## src/rtl/snake_pkg.sv

```systemverilog
// Shared types and colours for the tile renderer: entity codes, RGB565
// constants, the power-up palette and the cell-fetch FSM state encoding.
package snake_pkg;

    typedef enum logic [1:0] {
        NONE      = 2'd0,
        PLAYER    = 2'd1,
        OBJECTIVE = 2'd2,
        WALL      = 2'd3
    } entity_t;

    typedef enum logic [1:0] {
        FS_IDLE,
        FS_REQ,
        FS_WAIT
    } fetch_state_t;

    localparam logic [15:0] BACKGROUND_COLOR    = 16'h0841;
    localparam logic [15:0] PLAYER_COLOR        = 16'h07E0;
    localparam logic [15:0] OBJECTIVE_COLOR     = 16'hFFE0;
    localparam logic [15:0] BORDER_COLOR_NORMAL = 16'h001F;
    localparam logic [15:0] UNDERRUN_COLOR      = 16'hF81F;
    localparam logic [15:0] GRIDLINE_COLOR      = 16'h39E7;

    localparam logic [15:0] DEFAULT_PALETTE [4] = '{
        BACKGROUND_COLOR, PLAYER_COLOR, OBJECTIVE_COLOR, BORDER_COLOR_NORMAL
    };

    // Palettes wider than four entries power up with background in the extras.
    function automatic logic [15:0] default_color(input int idx);
        if (idx >= 0 && idx < 4)
            return DEFAULT_PALETTE[2'(idx)];
        return BACKGROUND_COLOR;
    endfunction

endpackage

```

## src/rtl/tile_fetch_fsm.sv

```systemverilog
// Cell fetch engine: one outstanding valid/ready request, a single
// overwrite-on-collision pending slot, and the next-entity buffer.
module tile_fetch_fsm
    import snake_pkg::*;
#(
    parameter int ENT_W = 2
) (
    input  logic             clk,
    input  logic             rst_n,
    input  logic             i_tile_start,
    input  logic [5:0]       i_nxt_x,
    input  logic [5:0]       i_nxt_y,
    input  logic             i_req_ready,
    input  logic             i_resp_valid,
    input  logic [ENT_W-1:0] i_resp_entity,
    output logic             o_req_valid,
    output logic [5:0]       o_req_x,
    output logic [5:0]       o_req_y,
    output logic             o_resp_fire,
    output logic [ENT_W-1:0] o_nxt_ent,
    output logic             o_nxt_vld
);

    fetch_state_t     r_state, w_state_nxt;
    logic             w_issue;
    logic             r_pend;
    logic [5:0]       r_pend_x, r_pend_y, r_req_x, r_req_y;
    logic [ENT_W-1:0] r_nxt_ent;
    logic             r_nxt_vld;

    always_ff @(posedge clk or negedge rst_n) begin
        if (!rst_n) r_state <= FS_IDLE;
        else        r_state <= w_state_nxt;
    end

    always_comb begin
        w_state_nxt = r_state;
        w_issue     = 1'b0;
        o_req_valid = 1'b0;
        o_resp_fire = 1'b0;
        case (r_state)
            FS_IDLE: begin
                if (i_tile_start || r_pend) begin
                    w_state_nxt = FS_REQ;
                    w_issue     = 1'b1;
                end
            end
            FS_REQ: begin
                o_req_valid = 1'b1;
                if (i_req_ready) w_state_nxt = FS_WAIT;
            end
            FS_WAIT: begin
                o_resp_fire = i_resp_valid;
                if (i_resp_valid) w_state_nxt = FS_IDLE;
            end
            default: w_state_nxt = FS_IDLE;
        endcase
    end

    // Out of reset the slot already holds cell (0,0) so the first pixel has data.
    always_ff @(posedge clk or negedge rst_n) begin
        if (!rst_n) begin
            r_pend    <= 1'b1;
            r_pend_x  <= '0;
            r_pend_y  <= '0;
            r_req_x   <= '0;
            r_req_y   <= '0;
            r_nxt_ent <= '0;
            r_nxt_vld <= 1'b0;
        end else begin
            if (w_issue) begin
                // A fresh tile start outranks anything older in the slot.
                r_req_x <= i_tile_start ? i_nxt_x : r_pend_x;
                r_req_y <= i_tile_start ? i_nxt_y : r_pend_y;
                r_pend  <= 1'b0;
            end else if (i_tile_start) begin
                r_pend   <= 1'b1;
                r_pend_x <= i_nxt_x;
                r_pend_y <= i_nxt_y;
            end
            // The swap consumes the buffer (or a same-cycle response) at tile start.
            if (i_tile_start) begin
                r_nxt_vld <= 1'b0;
            end else if (o_resp_fire) begin
                r_nxt_vld <= 1'b1;
                r_nxt_ent <= i_resp_entity;
            end
        end
    end

    assign o_req_x   = r_req_x;
    assign o_req_y   = r_req_y;
    assign o_nxt_ent = r_nxt_ent;
    assign o_nxt_vld = r_nxt_vld;

endmodule

```

## src/rtl/tile_renderer.sv

```systemverilog
// Tile-grid RGB565 renderer with one-tile-ahead entity prefetch and a
// writable palette. Optional grid overlay: TILE_RENDERER_GRIDLINES_EN.
module tile_renderer
    import snake_pkg::*;
#(
    parameter int TILE_LOG2 = 3,
    parameter int GRID_W    = 40,
    parameter int GRID_H    = 30,
    parameter int X_W       = 10,
    parameter int ENT_W     = 2,
    parameter int COLOR_W   = 16
) (
    input  logic               clk,
    input  logic               rst_n,
    input  logic [X_W-1:0]     x,
    input  logic [X_W-1:0]     y,
    input  logic               de,
    output logic               req_valid,
    output logic [5:0]         req_x,
    output logic [5:0]         req_y,
    input  logic               req_ready,
    input  logic               resp_valid,
    input  logic [ENT_W-1:0]   resp_entity,
    input  logic               pal_we,
    input  logic [ENT_W-1:0]   pal_idx,
    input  logic [COLOR_W-1:0] pal_color,
    output logic [COLOR_W-1:0] pixel_data,
    output logic               underrun
);

    localparam int             NPAL    = 2 ** ENT_W;
    localparam logic [X_W-1:0] GW      = X_W'(GRID_W);
    localparam logic [X_W-1:0] GW_LAST = X_W'(GRID_W - 1);
    localparam logic [X_W-1:0] GH      = X_W'(GRID_H);

    logic [X_W-1:0]       w_cx, w_cy, w_y1, w_ny;
    logic [TILE_LOG2-1:0] w_off;
    logic                 w_tile_start, w_in_grid, w_avail, w_urun, w_resp_fire, w_nxt_vld;
    logic [5:0]           w_nxt_x, w_nxt_y;
    logic [ENT_W-1:0]     w_nxt_ent, w_new_ent, w_ent;
    logic [COLOR_W-1:0]   w_pix;

    logic [COLOR_W-1:0]   r_pal [NPAL];
    logic [ENT_W-1:0]     r_cur_ent;
    logic                 r_urun_tile, r_underrun;
    logic [COLOR_W-1:0]   r_pix;

    assign w_cx         = x >> TILE_LOG2;
    assign w_cy         = y >> TILE_LOG2;
    assign w_off        = x[TILE_LOG2-1:0];
    assign w_tile_start = de && (w_off == '0);
    assign w_y1         = y + X_W'(1);
    assign w_ny         = w_y1 >> TILE_LOG2;
    assign w_in_grid    = (w_cx < GW) && (w_cy < GH);

    // Past the last column the next cell is the start of the row under the
    // following scanline, so each scanline refetches its row and the frame wraps.
    always_comb begin
        if (w_cx < GW_LAST) begin
            w_nxt_x = 6'(w_cx + X_W'(1));
            w_nxt_y = 6'(w_cy);
        end else begin
            w_nxt_x = '0;
            w_nxt_y = (w_ny >= GH) ? 6'd0 : 6'(w_ny);
        end
    end

    tile_fetch_fsm #(.ENT_W(ENT_W)) u_fetch (
        .clk           (clk),
        .rst_n         (rst_n),
        .i_tile_start  (w_tile_start),
        .i_nxt_x       (w_nxt_x),
        .i_nxt_y       (w_nxt_y),
        .i_req_ready   (req_ready),
        .i_resp_valid  (resp_valid),
        .i_resp_entity (resp_entity),
        .o_req_valid   (req_valid),
        .o_req_x       (req_x),
        .o_req_y       (req_y),
        .o_resp_fire   (w_resp_fire),
        .o_nxt_ent     (w_nxt_ent),
        .o_nxt_vld     (w_nxt_vld)
    );

    assign w_avail   = w_nxt_vld || w_resp_fire;
    assign w_new_ent = w_resp_fire ? resp_entity : w_nxt_ent;
    assign w_ent     = w_tile_start ? w_new_ent : r_cur_ent;
    assign w_urun    = w_tile_start ? !w_avail : r_urun_tile;

    always_comb begin
        w_pix = r_pal[w_ent];
        if (!de)
            w_pix = '0;
        else if (w_urun)
            w_pix = COLOR_W'(UNDERRUN_COLOR);
        else if (!w_in_grid)
            w_pix = COLOR_W'(BACKGROUND_COLOR);
`ifdef TILE_RENDERER_GRIDLINES_EN
        else if (w_off == '0 || y[TILE_LOG2-1:0] == '0)
            w_pix = COLOR_W'(GRIDLINE_COLOR);
`endif
    end

    // Palette read above sees the pre-write value, so a write shows from the next pixel.
    always_ff @(posedge clk or negedge rst_n) begin
        if (!rst_n) begin
            for (int i = 0; i < NPAL; i++) r_pal[i] <= COLOR_W'(default_color(i));
        end else if (pal_we) begin
            r_pal[pal_idx] <= pal_color;
        end
    end

    always_ff @(posedge clk or negedge rst_n) begin
        if (!rst_n) begin
            r_cur_ent   <= '0;
            r_urun_tile <= 1'b0;
            r_underrun  <= 1'b0;
            r_pix       <= '0;
        end else begin
            r_pix <= w_pix;
            if (w_tile_start) begin
                r_urun_tile <= !w_avail;
                if (w_avail) r_cur_ent  <= w_new_ent;
                else         r_underrun <= 1'b1;
            end
        end
    end

    assign pixel_data = r_pix;
    assign underrun   = r_underrun;

endmodule
```

## config.mk

```make
export PLATFORM = sky130hd
export DESIGN_NAME = tile_renderer
export DESIGN_NICKNAME = d
export VERILOG_FILES = /design/src/rtl/snake_pkg.sv /design/src/rtl/tile_fetch_fsm.sv /design/src/rtl/tile_renderer.sv
export SDC_FILE = /design/constraint.sdc
export NUM_CORES = 1
export LEC_CHECK = 0
export ABC_AREA = 1
export ABC_CLOCK_PERIOD_IN_PS = 2000
export CAP_MARGIN = 30
export CORE_MARGIN = 4
export CORE_UTILIZATION = 50
export DETAILED_ROUTE_END_ITERATION = 6
export PLACE_DENSITY_LB_ADDON = 0.1
export SLEW_MARGIN = 15
export SYNTH_ARGS = -nofsm -noshare
export SYNTH_HDL_FRONTEND = slang
export SYNTH_HIERARCHICAL = 1
export SYNTH_SLANG_ARGS = --single-unit
```

## constraint.sdc

```tcl
create_clock -name clk -period 2 [get_ports clk]
set_input_delay 0.4 -clock clk [delete_from_list [all_inputs] [get_ports clk]]
set_output_delay 0.4 -clock clk [all_outputs]
set_load 0.03 [all_outputs]
```

# After elaboration in Yosys (flattened, before gate mapping)
# Index checks and enable logic that the tools add are counted.
# W data, S select, Z words.
[word_totals]
reg_bits = 114
in_bits = 46
output_inout_bits = 30
word_cells = 75
[classes]
n_addsub = 2
order_cmp = 7
n_eq_ne = 5
mux = 29
n_bitwise = 3
reduce_logical = 13
[ops]
columns = ["cell", "n"]
rows = [
  ["$mux W16", 6],
  ["$bwmux W64", 1],
  ["$bmux W16 S2", 1],
  ["$demux W16 S2", 1],
  ["$mux W6", 5],
  ["$lt A7 B6 Y1 const B", 2],
  ["$add A10 B1 Y10 const B", 1],
  ["$mux W2", 5],
  ["$mux W1", 9],
  ["$ge A7 B5 Y1 const B", 1],
  ["$lt A7 B5 Y1 const B", 1],
  ["$add A6 B1 Y6 const B", 1],
  ["$ge A3 B3 Y1 const B", 2],
  ["$not A2 Y3", 2],
  ["$pmux W2 S3", 1],
  ["$ne A2 B2 Y1 const B", 2],
  ["$reduce_and A2 Y1", 2],
  ["$reduce_bool A2 Y1", 2],
  ["$logic_and A1 B1 Y1", 3],
  ["$logic_not A3 Y1", 1],
  ["$lt A3 B1 Y1 const B", 1],
  ["$reduce_and A3 Y1", 1],
  ["$eq A2 B1 Y1 const B", 1],
  ["$eq A2 B2 Y1 const B", 1],
  ["other kinds (5)", 6],
]

# Longest topological paths before layout
# Gate-level depths: netlist of run 1.
[logic_depth]
word_depth = 11
mapped_depth = 13
ltp_nobuf = 13

# By module
# Netlist of run 1, hierarchy kept.
[by_module_without_submodules]
columns = ["mod", "instances", "cells_each", "area_per_inst_um2", "seq_area_each_um2"]
rows = [
  ["tile_renderer", 1, 533, 4166.5, 2113.3],
  ["tile_fetch_fsm", 1, 172, 1491.4, 752.0],
]

# Worst setup path after synthesis of run 1
# No wires, ideal clock.
[synth_timing]
path_type = "reg2reg"
from = "reg u_fetch.r_state[1]"
to = "reg r_pix[7], in the netlist pixel_data[7]"
setup_time_ns = 0.123
arrival_time_ns = 1.651
t_required_ns = 1.877
setup_slack_ns = 0.226
path_stages_with_launch = 11
n_path_buf = 1
synth_period_minus_slack_ns = 1.774
path_cell_list = "dfrtp_1 inv_1 nor3_1 o21ai_1 nand2_4 nand2_2 buf_4 o21ai_1 clkinv_1 o21ai_1 a21oi_1"
[synth_via]
elab_chain_cells = 11
word_cells_on_any_way = 14
classes_between = "1 x eq/ne; 10 x mux; 1 x bitwise; 2 x reduce/logical"
[synth_lines]
columns = ["element", "line_no", "rtl"]
rows = [
  ["start: declaration", "tile_fetch_fsm.sv:24", "fetch_state_t r_state, w_state_nxt;"],
  ["start signal: assignment", "tile_fetch_fsm.sv:33", "else r_state <= w_state_nxt;"],
  ["$eq A2 B2 Y1 *", "tile_fetch_fsm.sv:41", "case (r_state)"],
  ["$mux W1 *", "tile_fetch_fsm.sv:41", ""],
  ["net w_resp_fire", "tile_renderer.sv:38", "logic w_tile_start, w_in_grid, w_avail, w_urun, w_resp_fire, w_nxt_vld;"],
  ["$mux W2", "--", ""],
  ["$mux W2", "tile_renderer.sv:87", "assign w_ent = w_tile_start ? w_new_ent : r_cur_ent;"],
  ["$not A2 Y3 (implied by the code)", "tile_renderer.sv:91", "w_pix = r_pal[w_ent];"],
  ["$bmux W16 S2", "tile_renderer.sv:91", ""],
  ["$mux W16 (implied by the code) (2 in a row)", "tile_renderer.sv:91", ""],
  ["$mux W16", "tile_renderer.sv:96", "else if (!w_in_grid)"],
  ["$mux W16 *", "tile_renderer.sv:94", "else if (w_urun)"],
  ["$mux W16 *", "tile_renderer.sv:92", "if (!de)"],
  ["net w_pix[7]", "tile_renderer.sv:41", "logic [COLOR_W-1:0] w_pix;"],
  ["end signal: assignment", "tile_renderer.sv:120", "r_pix <= w_pix;"],
  ["end: declaration", "tile_renderer.sv:46", "logic [COLOR_W-1:0] r_pix;"],
]
# The timed path passes the listed nets; every way through them passes the cells marked *. The select of a mux whose other input is x is not followed.
# A chain may end at the register's enable or synchronous reset.

# Final worst setup path of run 1
[layout_timing]
from = "reg u_fetch.r_state[1]"
to = "out req_valid"
[layout_via]
elab_chain_cells = 2
[layout_lines]
columns = ["element", "line_no", "rtl"]
rows = [
  ["$eq A2 B1 Y1", "tile_fetch_fsm.sv:41", ""],
  ["$mux W1", "tile_fetch_fsm.sv:41", ""],
  ["end: declaration", "tile_renderer.sv:18", "output logic req_valid,"],
]
# No other way between the ends.

==> impl_results.html, run 1 <==
<table>
<tr><th>Metric</th><th>Value</th></tr>
<tr><th colspan="2">Status</th></tr>
<tr><td>Status</td><td>finished, final reports clean</td></tr>
<tr><th colspan="2">Clocking</th></tr>
<tr><td>Clock latency on the worst-skew pair</td><td>420 ps</td></tr>
<tr><td>Depth of the CTS H-tree</td><td>4</td></tr>
<tr><td>Clock edge transition at the registers on the reported setup and hold paths</td><td>50 ps</td></tr>
<tr><td>Cell at the root of the clock tree</td><td>sky130_fd_sc_hd__clkbuf_16</td></tr>
<tr><td>Buffers inserted by post-CTS timing repair</td><td>0</td></tr>
<tr><td>CTS tree</td><td>yes</td></tr>
<tr><td>TritonCTS sink count</td><td>114</td></tr>
<tr><td>Bufs on Longest Clock Path</td><td>2</td></tr>
<tr><td>Inserted Clock Buffers</td><td>17</td></tr>
<tr><th colspan="2">Floorplanning</th></tr>
<tr><td>I/O pin total</td><td>76</td></tr>
<tr><td>Core region area</td><td>10900 um2</td></tr>
<tr><td>FP Rows</td><td>38</td></tr>
<tr><td>Starting density of the core</td><td>51.7%</td></tr>
<tr><td>Die outline height</td><td>114 um</td></tr>
<tr><td>Die Outline Area</td><td>13100 um2</td></tr>
<tr><td>Die Span X</td><td>114 um</td></tr>
<tr><th colspan="2">Worst setup path</th></tr>
<tr><td>Critical path endpoint category</td><td>output port</td></tr>
<tr><td>Setup slack on the worst flop-to-flop path</td><td>150 ps</td></tr>
<tr><td>Arrival time worst endpoint</td><td>1490 ps</td></tr>
<tr><td>Type of the setup path with the least slack</td><td>reg2out</td></tr>
<tr><td>Launching element type of the critical path</td><td>flip-flop</td></tr>
<tr><td>Worst r2r dst</td><td>pixel_data[8]</td></tr>
<tr><td>Crit Reg-Reg Startpoint</td><td>u_fetch/r_state[1]</td></tr>
<tr><td>Largest driver fanout on the critical path</td><td>3</td></tr>
<tr><td>Logic depth of the worst register-to-register path</td><td>13</td></tr>
<tr><td>Data required time of the critical path</td><td>1600 ps</td></tr>
<tr><th colspan="2">Layout</th></tr>
<tr><td>Fillcell total</td><td>904</td></tr>
<tr><td>Antenna Diode Count</td><td>0</td></tr>
<tr><td>Total Nets Final</td><td>867</td></tr>
<tr><td>Synthesis-to-layout area growth</td><td>33.2%</td></tr>
<tr><td>Final instance count without filler cells</td><td>973</td></tr>
<tr><td>Post-Layout Inst Area</td><td>7540 um2</td></tr>
<tr><td>Fraction of layout cells with a size suffix above 1</td><td>18.5%</td></tr>
<tr><th colspan="2">STA</th></tr>
<tr><td>Slew at the pin closest to its max-slew limit</td><td>500 ps</td></tr>
<tr><td>Remaining max-slew budget at the tightest pin</td><td>66.7%</td></tr>
<tr><td>Share of the cycle needed by the critical path after routing</td><td>94.5%</td></tr>
<tr><td>RSZ-0062 raised after global routing</td><td>false</td></tr>
<tr><td>Clock Skews</td><td>10.7 ps</td></tr>
<tr><td>Final hold slack</td><td>482 ps</td></tr>
<tr><td>Minimum period implied by the final worst setup slack</td><td>1890 ps</td></tr>
<tr><td>Setup WS post-layout</td><td>110 ps</td></tr>
<tr><td>Setup-failing EPs final</td><td>0</td></tr>
<tr><td>Final Hold Viols</td><td>0</td></tr>
<tr><td>Maximum clock frequency</td><td>0.529 GHz</td></tr>
<tr><td>Pins Over Slew Limit</td><td>0</td></tr>
<tr><th colspan="2">Synthesis</th></tr>
<tr><td>Library cells used by synthesis</td><td>32</td></tr>
<tr><td>Post-synthesis sequential element count</td><td>114</td></tr>
<tr><td>Post-Synthesis Mean Instance Area</td><td>8.03 um2</td></tr>
<tr><td>Mux share of post-synthesis cell area</td><td>0.199%</td></tr>
<tr><td>Synthesized-area fraction occupied by ao, oa, aoi and oai cells</td><td>9.62%</td></tr>
<tr><td>Syn Std Cell Area</td><td>5660 um2</td></tr>
<tr><td>Synth Flop Type</td><td>sky130_fd_sc_hd__dfrtp_1</td></tr>
<tr><td>Dominant combinational cell family by area after synthesis</td><td>simple AND/OR/NAND/NOR gates</td></tr>
<tr><td>Number of warnings issued by yosys</td><td>6</td></tr>
<tr><td>Proportion of register bits with asynchronous set or reset after synthesis</td><td>100%</td></tr>
<tr><td>Number of nets produced by synthesis</td><td>752</td></tr>
<tr><td>Adder-cell share of the synthesized area</td><td>0.221%</td></tr>
<tr><td>Synthesized-area fraction occupied by and/or/nand/nor cells</td><td>29.8%</td></tr>
<tr><td>Xor/xnor cell area share of the yosys netlist</td><td>0.155%</td></tr>
<tr><td>Number of standard cells after synthesis</td><td>705</td></tr>
<tr><td>Number of synthesized flops with an enable pin</td><td>0</td></tr>
<tr><td>Fraction of synthesized cell area taken by the top area cell type</td><td>46.0%</td></tr>
<tr><td>Largest area contributor in the netlist</td><td>sky130_fd_sc_hd__dfrtp_1</td></tr>
<tr><td>Main area contributors after synthesis</td><td>sky130_fd_sc_hd__dfrtp_1, sky130_fd_sc_hd__nand2_1, sky130_fd_sc_hd__o21ai_0</td></tr>
<tr><td>Sequential element share of the synthesized area</td><td>50.6%</td></tr>
<tr><th colspan="2">Min path</th></tr>
<tr><td>Startpoint of the tightest hold check path</td><td>u_fetch/o_req_y[5]</td></tr>
<tr><td>Terminating pin of the worst hold path</td><td>u_fetch/o_req_y[5]</td></tr>
<tr><td>Hold crit path type</td><td>reg2reg</td></tr>
<tr><td>Number of instances on the worst hold path</td><td>2</td></tr>
<tr><th colspan="2">Global routing</th></tr>
<tr><td>Initial antenna violation count</td><td>0</td></tr>
<tr><td>Largest net degree at the start of global routing</td><td>46</td></tr>
<tr><td>Global routing usage summed across all routing layers</td><td>22.1%</td></tr>
<tr><td>Sum of overflow across all layers after global routing</td><td>0</td></tr>
<tr><td>Number of global-route vias before repair</td><td>5014</td></tr>
<tr><td>First-pass GRT wire length</td><td>22900 um</td></tr>
<tr><th colspan="2">Routing</th></tr>
<tr><td>Total via count after detailed routing</td><td>4829</td></tr>
<tr><td>Ratio of routed vias to standard cells</td><td>4.96</td></tr>
<tr><td>Residual antenna-violating net count after detailed routing</td><td>0</td></tr>
<tr><td>Detailed Routing Iterations Pass 1</td><td>5</td></tr>
<tr><td>DRC violation count after routing</td><td>0</td></tr>
<tr><td>Routed wire length per instance</td><td>13.6 um</td></tr>
<tr><td>Final WL</td><td>13300 um</td></tr>
<tr><td>First-iteration detailed-routing DRC count</td><td>397</td></tr>
<tr><th colspan="2">Placed design</th></tr>
<tr><td>Post-detail-place hpwl</td><td>9400 um</td></tr>
<tr><td>Port Buf Inserts</td><td>75</td></tr>
<tr><td>Global placer's final weighted congestion</td><td>0.892</td></tr>
<tr><td>Post-placement cell area</td><td>6870 um2</td></tr>
<tr><td>Worst setup slack after placement</td><td>-294 ps</td></tr>
<tr><td>Post-Place Cells</td><td>940</td></tr>
<tr><th colspan="2">Job</th></tr>
<tr><td>Max Cap Violations</td><td>0</td></tr>
<tr><th colspan="2">Pwr</th></tr>
<tr><td>Static Leak</td><td>3.86 nW</td></tr>
<tr><td>Maximum ir drop on the vdd rail</td><td>0.715 mV</td></tr>
<tr><td>Pwr per Cell Area</td><td>1180 nW/um2</td></tr>
</table>
-- placed cells by master, fill, tap and decap left out, types with 4 or more instances in the layout --
| master | instances |
|---|---|
| sky130_fd_sc_hd__clkinv_2 | 4 |
| sky130_fd_sc_hd__nand2_1 | 228 |
| sky130_fd_sc_hd__o21ai_0 | 66 |
| sky130_fd_sc_hd__nand3_1 | 51 |
| sky130_fd_sc_hd__nand4_1 | 4 |
| sky130_fd_sc_hd__inv_1 | 84 |
| sky130_fd_sc_hd__buf_12 | 10 |
| sky130_fd_sc_hd__o211ai_1 | 4 |
| sky130_fd_sc_hd__buf_4 | 37 |
| sky130_fd_sc_hd__clkbuf_16 | 17 |
| sky130_fd_sc_hd__nand2_2 | 46 |
| sky130_fd_sc_hd__bufinv_16 | 5 |
| sky130_fd_sc_hd__o21ai_1 | 11 |
| sky130_fd_sc_hd__clkdlybuf4s50_1 | 73 |
| sky130_fd_sc_hd__nor2_1 | 20 |
| sky130_fd_sc_hd__a21oi_1 | 18 |
| sky130_fd_sc_hd__dfstp_2 | 10 |
| sky130_fd_sc_hd__inv_2 | 4 |
| sky130_fd_sc_hd__nand2_4 | 6 |
| sky130_fd_sc_hd__dfrtp_1 | 104 |
-- sequential cells by signal, summed over array words and instances, names as in the netlist --
register and flops:
u_fetch/o_req_y 6, r_urun_tile 1, u_fetch/r_pend_y 6, r_cur_ent 2
pixel_data 16, u_fetch/r_pend 1, u_fetch/r_pend_x 6, u_fetch/r_state 2
u_fetch/o_nxt_vld 1, r_pal 64, u_fetch/o_nxt_ent 2, underrun 1
u_fetch/o_req_x 6
-- stage by stage --
stage          setup TNS [ps]  power [mW]  utilization, %
3_3_place_gp            -5810        5.52            62.8
5_1_grt                     0        9.38            68.9
4_1_cts                     0        8.93            68.9
6_report                    0        8.86            68.9
2_1_floorplan               0        4.66               -
3_5_place_dp            -6280        5.59            62.8
-- cell type report --
| cell class | count | area (um2) | share of cell area [%] |
|---|---|---|---|
| multi-input cells | 473 | 2270 | 30.1 |
| repair buffers | 122 | 1230 | 16.3 |
| well taps | 140 | 175 | 2.32 |
| inverters | 92 | 350 | 4.65 |
| clock buffers | 22 | 474 | 6.29 |
| clock inverters | 10 | 179 | 2.37 |
| flip-flops and latches | 114 | 2870 | 38.0 |
-- report_power, final --
part | internal (mW) | total (mW) | switching [mW]
Sequential | 2.77 | 3.02 | 0.250
Combinational | 1.08 | 2.55 | 1.48
Clock | 2.30 | 3.29 | 0.991
Total | 6.14 | 8.86 | 2.72
-- worst max-delay path: stages, from the launching register on --
cell	delay [ps]
sky130_fd_sc_hd__dfrtp_1	420
sky130_fd_sc_hd__inv_1	120
sky130_fd_sc_hd__nand2_1	80
sky130_fd_sc_hd__inv_1	70
sky130_fd_sc_hd__dlygate4sd2_1	390
-- worst max-delay path by stage --
stage                             startpoint       endpoint  slack [ps]  cells after the start
after floorplan           u_fetch/r_state[1]  pixel_data[7]         230                     10
after global placement            resp_valid  pixel_data[7]        -270                     13
after detailed placement          resp_valid  pixel_data[8]        -290                     13
after CTS                 u_fetch/r_state[1]      req_valid          90                      4
after global routing      u_fetch/r_state[1]      req_valid           8                      4
final                     u_fetch/r_state[1]      req_valid         110                      4
-- per-layer routing --
metal  vias up  part of all wire (%)  global-route usage, %
li1       2434                     -                      -
met1      2249                    43                   26.8
met2       124                    50                   38.0
met3        22                   4.6                   4.97
met4         0                   1.6                   9.34
met5         -                     0                      0
-- cells in the mapped netlist, drive strengths merged (2+ instances only) --
master,count
nand2,280
dfrtp,104
inv,89
o21ai,81
nand3,51
nor2,25
a21oi,18
buf,14
clkbuf,12
dfstp,10
nand4,4
o211ai,4
clkinv,3
and3,2
nor3,2
nor3b,2
-- kinds of logic after synthesis --
logic type               after synthesis
adder cells (fa/ha/maj)                1
flip-flops                           114
AND/OR/NAND/NOR                      367
XOR/XNOR                               1
buffers and inverters                118
AO/OA/AOI/OAI                        103
multiplexers                           1
-- repair_timing --
action,CTS,global route
setup endpoints to repair,1,2
hold buffers,1,0
resized for setup,1,2
hold endpoints to repair,33,0
No activity file was read; power rests on OpenSTA's default activity.
==> run 2: changes to the inputs <==
--- a/config.mk
+++ b/config.mk
@@ -11,8 +11,9 @@
 export CORE_MARGIN = 4
 export CORE_UTILIZATION = 50
 export DETAILED_ROUTE_END_ITERATION = 6
+export HOLD_SLACK_MARGIN = 0.15
 export PLACE_DENSITY_LB_ADDON = 0.1
-export SLEW_MARGIN = 15
+export REMOVE_ABC_BUFFERS = 1
 export SYNTH_ARGS = -nofsm -noshare
 export SYNTH_HDL_FRONTEND = slang
 export SYNTH_HIERARCHICAL = 1
==> impl_results.html, run 2 (same netlist as run 1, synthesis figures left out) <==
<table>
<tr><th>Metric</th><th>Value</th></tr>
<tr><th colspan="2">Global routing</th></tr>
<tr><td>Largest net degree at the start of global routing</td><td>46 (unchanged)</td></tr>
<tr><td>Number of global-route vias before repair</td><td>4926 (was 5014)</td></tr>
<tr><td>Sum of overflow across all layers after global routing</td><td>0 (unchanged)</td></tr>
<tr><td>First-pass GRT wire length</td><td>22300 um (was 22900 um)</td></tr>
<tr><td>Global routing usage summed across all routing layers</td><td>21.3% (was 22.1%)</td></tr>
<tr><td>Initial antenna violation count</td><td>0 (unchanged)</td></tr>
<tr><th colspan="2">Layout</th></tr>
<tr><td>Most frequent cells in the layout</td><td>sky130_fd_sc_hd__nand2_1, sky130_fd_sc_hd__dfrtp_1, sky130_fd_sc_hd__inv_1 (unchanged)</td></tr>
<tr><td>Antenna Diode Count</td><td>0 (unchanged)</td></tr>
<tr><td>Fraction of layout cells with a size suffix above 1</td><td>18.9% (was 18.5%)</td></tr>
<tr><td>Synthesis-to-layout area growth</td><td>32.5% (was 33.2%)</td></tr>
<tr><td>Leading cell type in the layout, fill and taps excluded</td><td>sky130_fd_sc_hd__nand2_1 (unchanged)</td></tr>
<tr><td>Most flop-heavy register</td><td>r_pal (unchanged)</td></tr>
<tr><td>Final instance count without filler cells</td><td>978 (was 973)</td></tr>
<tr><td>Max reg flops</td><td>64 (unchanged)</td></tr>
<tr><td>Total Nets Final</td><td>872 (was 867)</td></tr>
<tr><th colspan="2">Worst setup path</th></tr>
<tr><td>Slowest stage cell, crit path</td><td>sky130_fd_sc_hd__clkdlybuf4s50_1 (was sky130_fd_sc_hd__dfrtp_1)</td></tr>
<tr><td>Critical path endpoint category</td><td>output port (unchanged)</td></tr>
<tr><td>Worst setup startpoint</td><td>pixel_data[15] (was u_fetch/r_state[1])</td></tr>
<tr><td>Arrival time worst endpoint</td><td>1460 ps (was 1490 ps)</td></tr>
<tr><td>Largest driver fanout on the critical path</td><td>1 (was 3)</td></tr>
<tr><td>Launching element type of the critical path</td><td>flip-flop (unchanged)</td></tr>
<tr><td>Setup slack on the worst flop-to-flop path</td><td>250 ps (was 150 ps)</td></tr>
<tr><td>Crit Reg-Reg Startpoint</td><td>u_fetch/r_state[1] (unchanged)</td></tr>
<tr><td>Logic depth of the worst register-to-register path</td><td>12 (was 13)</td></tr>
<tr><td>Data required time of the critical path</td><td>1600 ps (about the same)</td></tr>
<tr><td>Critical path buffer and inverter count</td><td>1 (was 3)</td></tr>
<tr><td>CP Cell Sequence</td><td>clkdlybuf4s50_1 (was inv_1 &gt; nand2_1 &gt; inv_1 &gt; dlygate4sd2_1)</td></tr>
<tr><td>Count of cell instances traversed by the critical path</td><td>1 (was 4)</td></tr>
<tr><td>Slowest cell delay on critical path</td><td>690 ps (was 420 ps)</td></tr>
<tr><td>Kind of cell with the highest combined delay on the critical path</td><td>buffers and inverters (unchanged)</td></tr>
<tr><td>Worst r2r dst</td><td>pixel_data[3] (was pixel_data[8])</td></tr>
<tr><td>Type of the setup path with the least slack</td><td>reg2out (unchanged)</td></tr>
<tr><td>Critical Path Sink</td><td>pixel_data[15] (was req_valid)</td></tr>
<tr><th colspan="2">Placed design</th></tr>
<tr><td>Global placer's final weighted congestion</td><td>0.843 (was 0.892)</td></tr>
<tr><td>Post-detail-place hpwl</td><td>8880 um (was 9400 um)</td></tr>
<tr><td>Port Buf Inserts</td><td>75 (unchanged)</td></tr>
<tr><td>Worst setup slack after placement</td><td>-192 ps (was -294 ps)</td></tr>
<tr><td>Post-Place Cells</td><td>944 (was 940)</td></tr>
<tr><th colspan="2">Status</th></tr>
<tr><td>Status</td><td>finished, final reports clean (unchanged)</td></tr>
<tr><th colspan="2">Clocking</th></tr>
<tr><td>Clock edge transition at the registers on the reported setup and hold paths</td><td>50 ps (about the same)</td></tr>
<tr><td>Depth of the CTS H-tree</td><td>4 (unchanged)</td></tr>
<tr><td>Clock latency on the worst-skew pair</td><td>400 ps (was 420 ps)</td></tr>
<tr><td>Inserted Clock Buffers</td><td>17 (unchanged)</td></tr>
<tr><td>TritonCTS sink count</td><td>114 (unchanged)</td></tr>
<tr><td>Cell at the root of the clock tree</td><td>sky130_fd_sc_hd__clkbuf_16 (unchanged)</td></tr>
<tr><td>Bufs on Longest Clock Path</td><td>2 (unchanged)</td></tr>
<tr><td>CTS tree</td><td>yes (unchanged)</td></tr>
<tr><th colspan="2">Routing</th></tr>
<tr><td>Detailed Routing Iterations Pass 1</td><td>6 (was 5)</td></tr>
<tr><td>First-iteration detailed-routing DRC count</td><td>371 (was 397)</td></tr>
<tr><td>Ratio of routed vias to standard cells</td><td>4.98 (was 4.96)</td></tr>
<tr><td>Routed wire length per instance</td><td>13.3 um (was 13.6 um)</td></tr>
<tr><td>Final WL</td><td>13000 um (was 13300 um)</td></tr>
<tr><td>Total via count after detailed routing</td><td>4871 (was 4829)</td></tr>
<tr><td>DRC violation count after routing</td><td>0 (unchanged)</td></tr>
<tr><td>Residual antenna-violating net count after detailed routing</td><td>0 (unchanged)</td></tr>
<tr><th colspan="2">Floorplanning</th></tr>
<tr><td>Core region area</td><td>10900 um2 (unchanged)</td></tr>
<tr><td>FP Rows</td><td>38 (unchanged)</td></tr>
<tr><td>Starting density of the core</td><td>51.7% (unchanged)</td></tr>
<tr><td>Die Span X</td><td>114 um (unchanged)</td></tr>
<tr><td>Die outline height</td><td>114 um (unchanged)</td></tr>
<tr><td>Die Outline Area</td><td>13100 um2 (unchanged)</td></tr>
<tr><td>I/O pin total</td><td>76 (unchanged)</td></tr>
<tr><th colspan="2">STA</th></tr>
<tr><td>Setup-failing EPs final</td><td>0 (unchanged)</td></tr>
<tr><td>Share of the cycle needed by the critical path after routing</td><td>93.1% (was 94.5%)</td></tr>
<tr><td>Final Hold Viols</td><td>0 (unchanged)</td></tr>
<tr><td>Minimum period implied by the final worst setup slack</td><td>1860 ps (was 1890 ps)</td></tr>
<tr><td>Remaining max-slew budget at the tightest pin</td><td>69.6% (was 66.7%)</td></tr>
<tr><td>Clock Skews</td><td>6.19 ps (was 10.7 ps)</td></tr>
<tr><td>Maximum clock frequency</td><td>0.537 GHz (was 0.529 GHz)</td></tr>
<tr><td>Pins Over Slew Limit</td><td>0 (unchanged)</td></tr>
<tr><td>Setup WS post-layout</td><td>138 ps (was 110 ps)</td></tr>
<tr><td>RSZ-0062 raised after global routing</td><td>false (unchanged)</td></tr>
<tr><td>Slew at the pin closest to its max-slew limit</td><td>456 ps (was 500 ps)</td></tr>
<tr><th colspan="2">Job</th></tr>
<tr><td>Max Cap Violations</td><td>0 (unchanged)</td></tr>
<tr><th colspan="2">Pwr</th></tr>
<tr><td>Switch Pwr</td><td>2.74 mW (was 2.72 mW)</td></tr>
<tr><td>Maximum ir drop on the vdd rail</td><td>0.494 mV (was 0.715 mV)</td></tr>
<tr><td>Flop pwr share</td><td>35.8% (was 34.1%)</td></tr>
<tr><td>Fraction of power consumed by the clock network</td><td>34.0% (was 37.1%)</td></tr>
<tr><td>Combinational power share</td><td>30.2% (was 28.8%)</td></tr>
<tr><td>Pwr per Cell Area</td><td>1130 nW/um2 (was 1180 nW/um2)</td></tr>
<tr><td>Switching share of power</td><td>32.4% (was 30.7%)</td></tr>
<tr><td>Static Leak</td><td>3.84 nW (was 3.86 nW)</td></tr>
<tr><td>Power Internal</td><td>5.71 mW (was 6.14 mW)</td></tr>
<tr><th colspan="2">Min path</th></tr>
<tr><td>Startpoint of the tightest hold check path</td><td>underrun (was u_fetch/o_req_y[5])</td></tr>
<tr><td>Hold crit path type</td><td>reg2reg (unchanged)</td></tr>
</table>
[run 2: power by group through the flow]
stage                     clock network [mW]  logic, mW  registers, mW
final                                   2.87       2.55           3.02
after global routing                    3.03       2.85           3.07
after CTS                               2.92       2.56           3.02
after detailed placement                   0       2.55           3.05
after global placement                     0       2.48           3.03
after floorplan                            0       1.31           3.22
[run 2: worst min path at each step]
| stage | endpoint | slack, ps | cells past startpoint |
|---|---|---|---|
| 3_5_place_dp | u_fetch/o_req_y[4] | 380 | 1 |
| 5_1_grt | u_fetch/o_req_y[3] | 500 | 2 |
| 3_3_place_gp | u_fetch/o_req_y[3] | 380 | 1 |
| 2_1_floorplan | pixel_data[0] | 100 | 0 |
| 4_1_cts | underrun | 470 | 2 |
| 6_report | underrun | 470 | 2 |
[run 2: area by class of cell]
class,count,area (um2)
well taps,140,175
clock buffers,24,502
multi-input cells,473,2260
clock inverters,8,76.3
flip-flops and latches,114,2870
inverters,92,350
repair buffers,127,1260
fillers,898,3440
[run 2: repair_timing]
item	CTS	global route
buffers inserted	0	1
resized for setup	1	1
endpoints found under the hold margin	26	0
setup endpoints to repair	1	8
hold buffers	1	0
[run 2: layer usage]
metal | vias to the layer above | wire [um] | track usage (%)
met5 | - | 0 | 0
li1 | 2447 | - | -
met4 | 0 | 182 | 7.28
met3 | 17 | 710 | 5.29
met1 | 2285 | 5680 | 27.2
met2 | 122 | 6420 | 35.4
[run 2: through the flow]
step / hold slack, ps / cell area, um2 / util (%) / TNS, ps / total power [mW]
6_report: 465 / 7500 / 68.5 / 0 / 8.45
3_5_place_dp: 384 / 6900 / 63.1 / -6160 / 5.59
4_1_cts: 470 / 7490 / 68.5 / 0 / 8.50
2_1_floorplan: 104 / 5480 / - / 0 / 4.53
5_1_grt: 499 / 7500 / 68.5 / 0 / 8.96
3_3_place_gp: 383 / 6900 / 63.1 / -5180 / 5.51
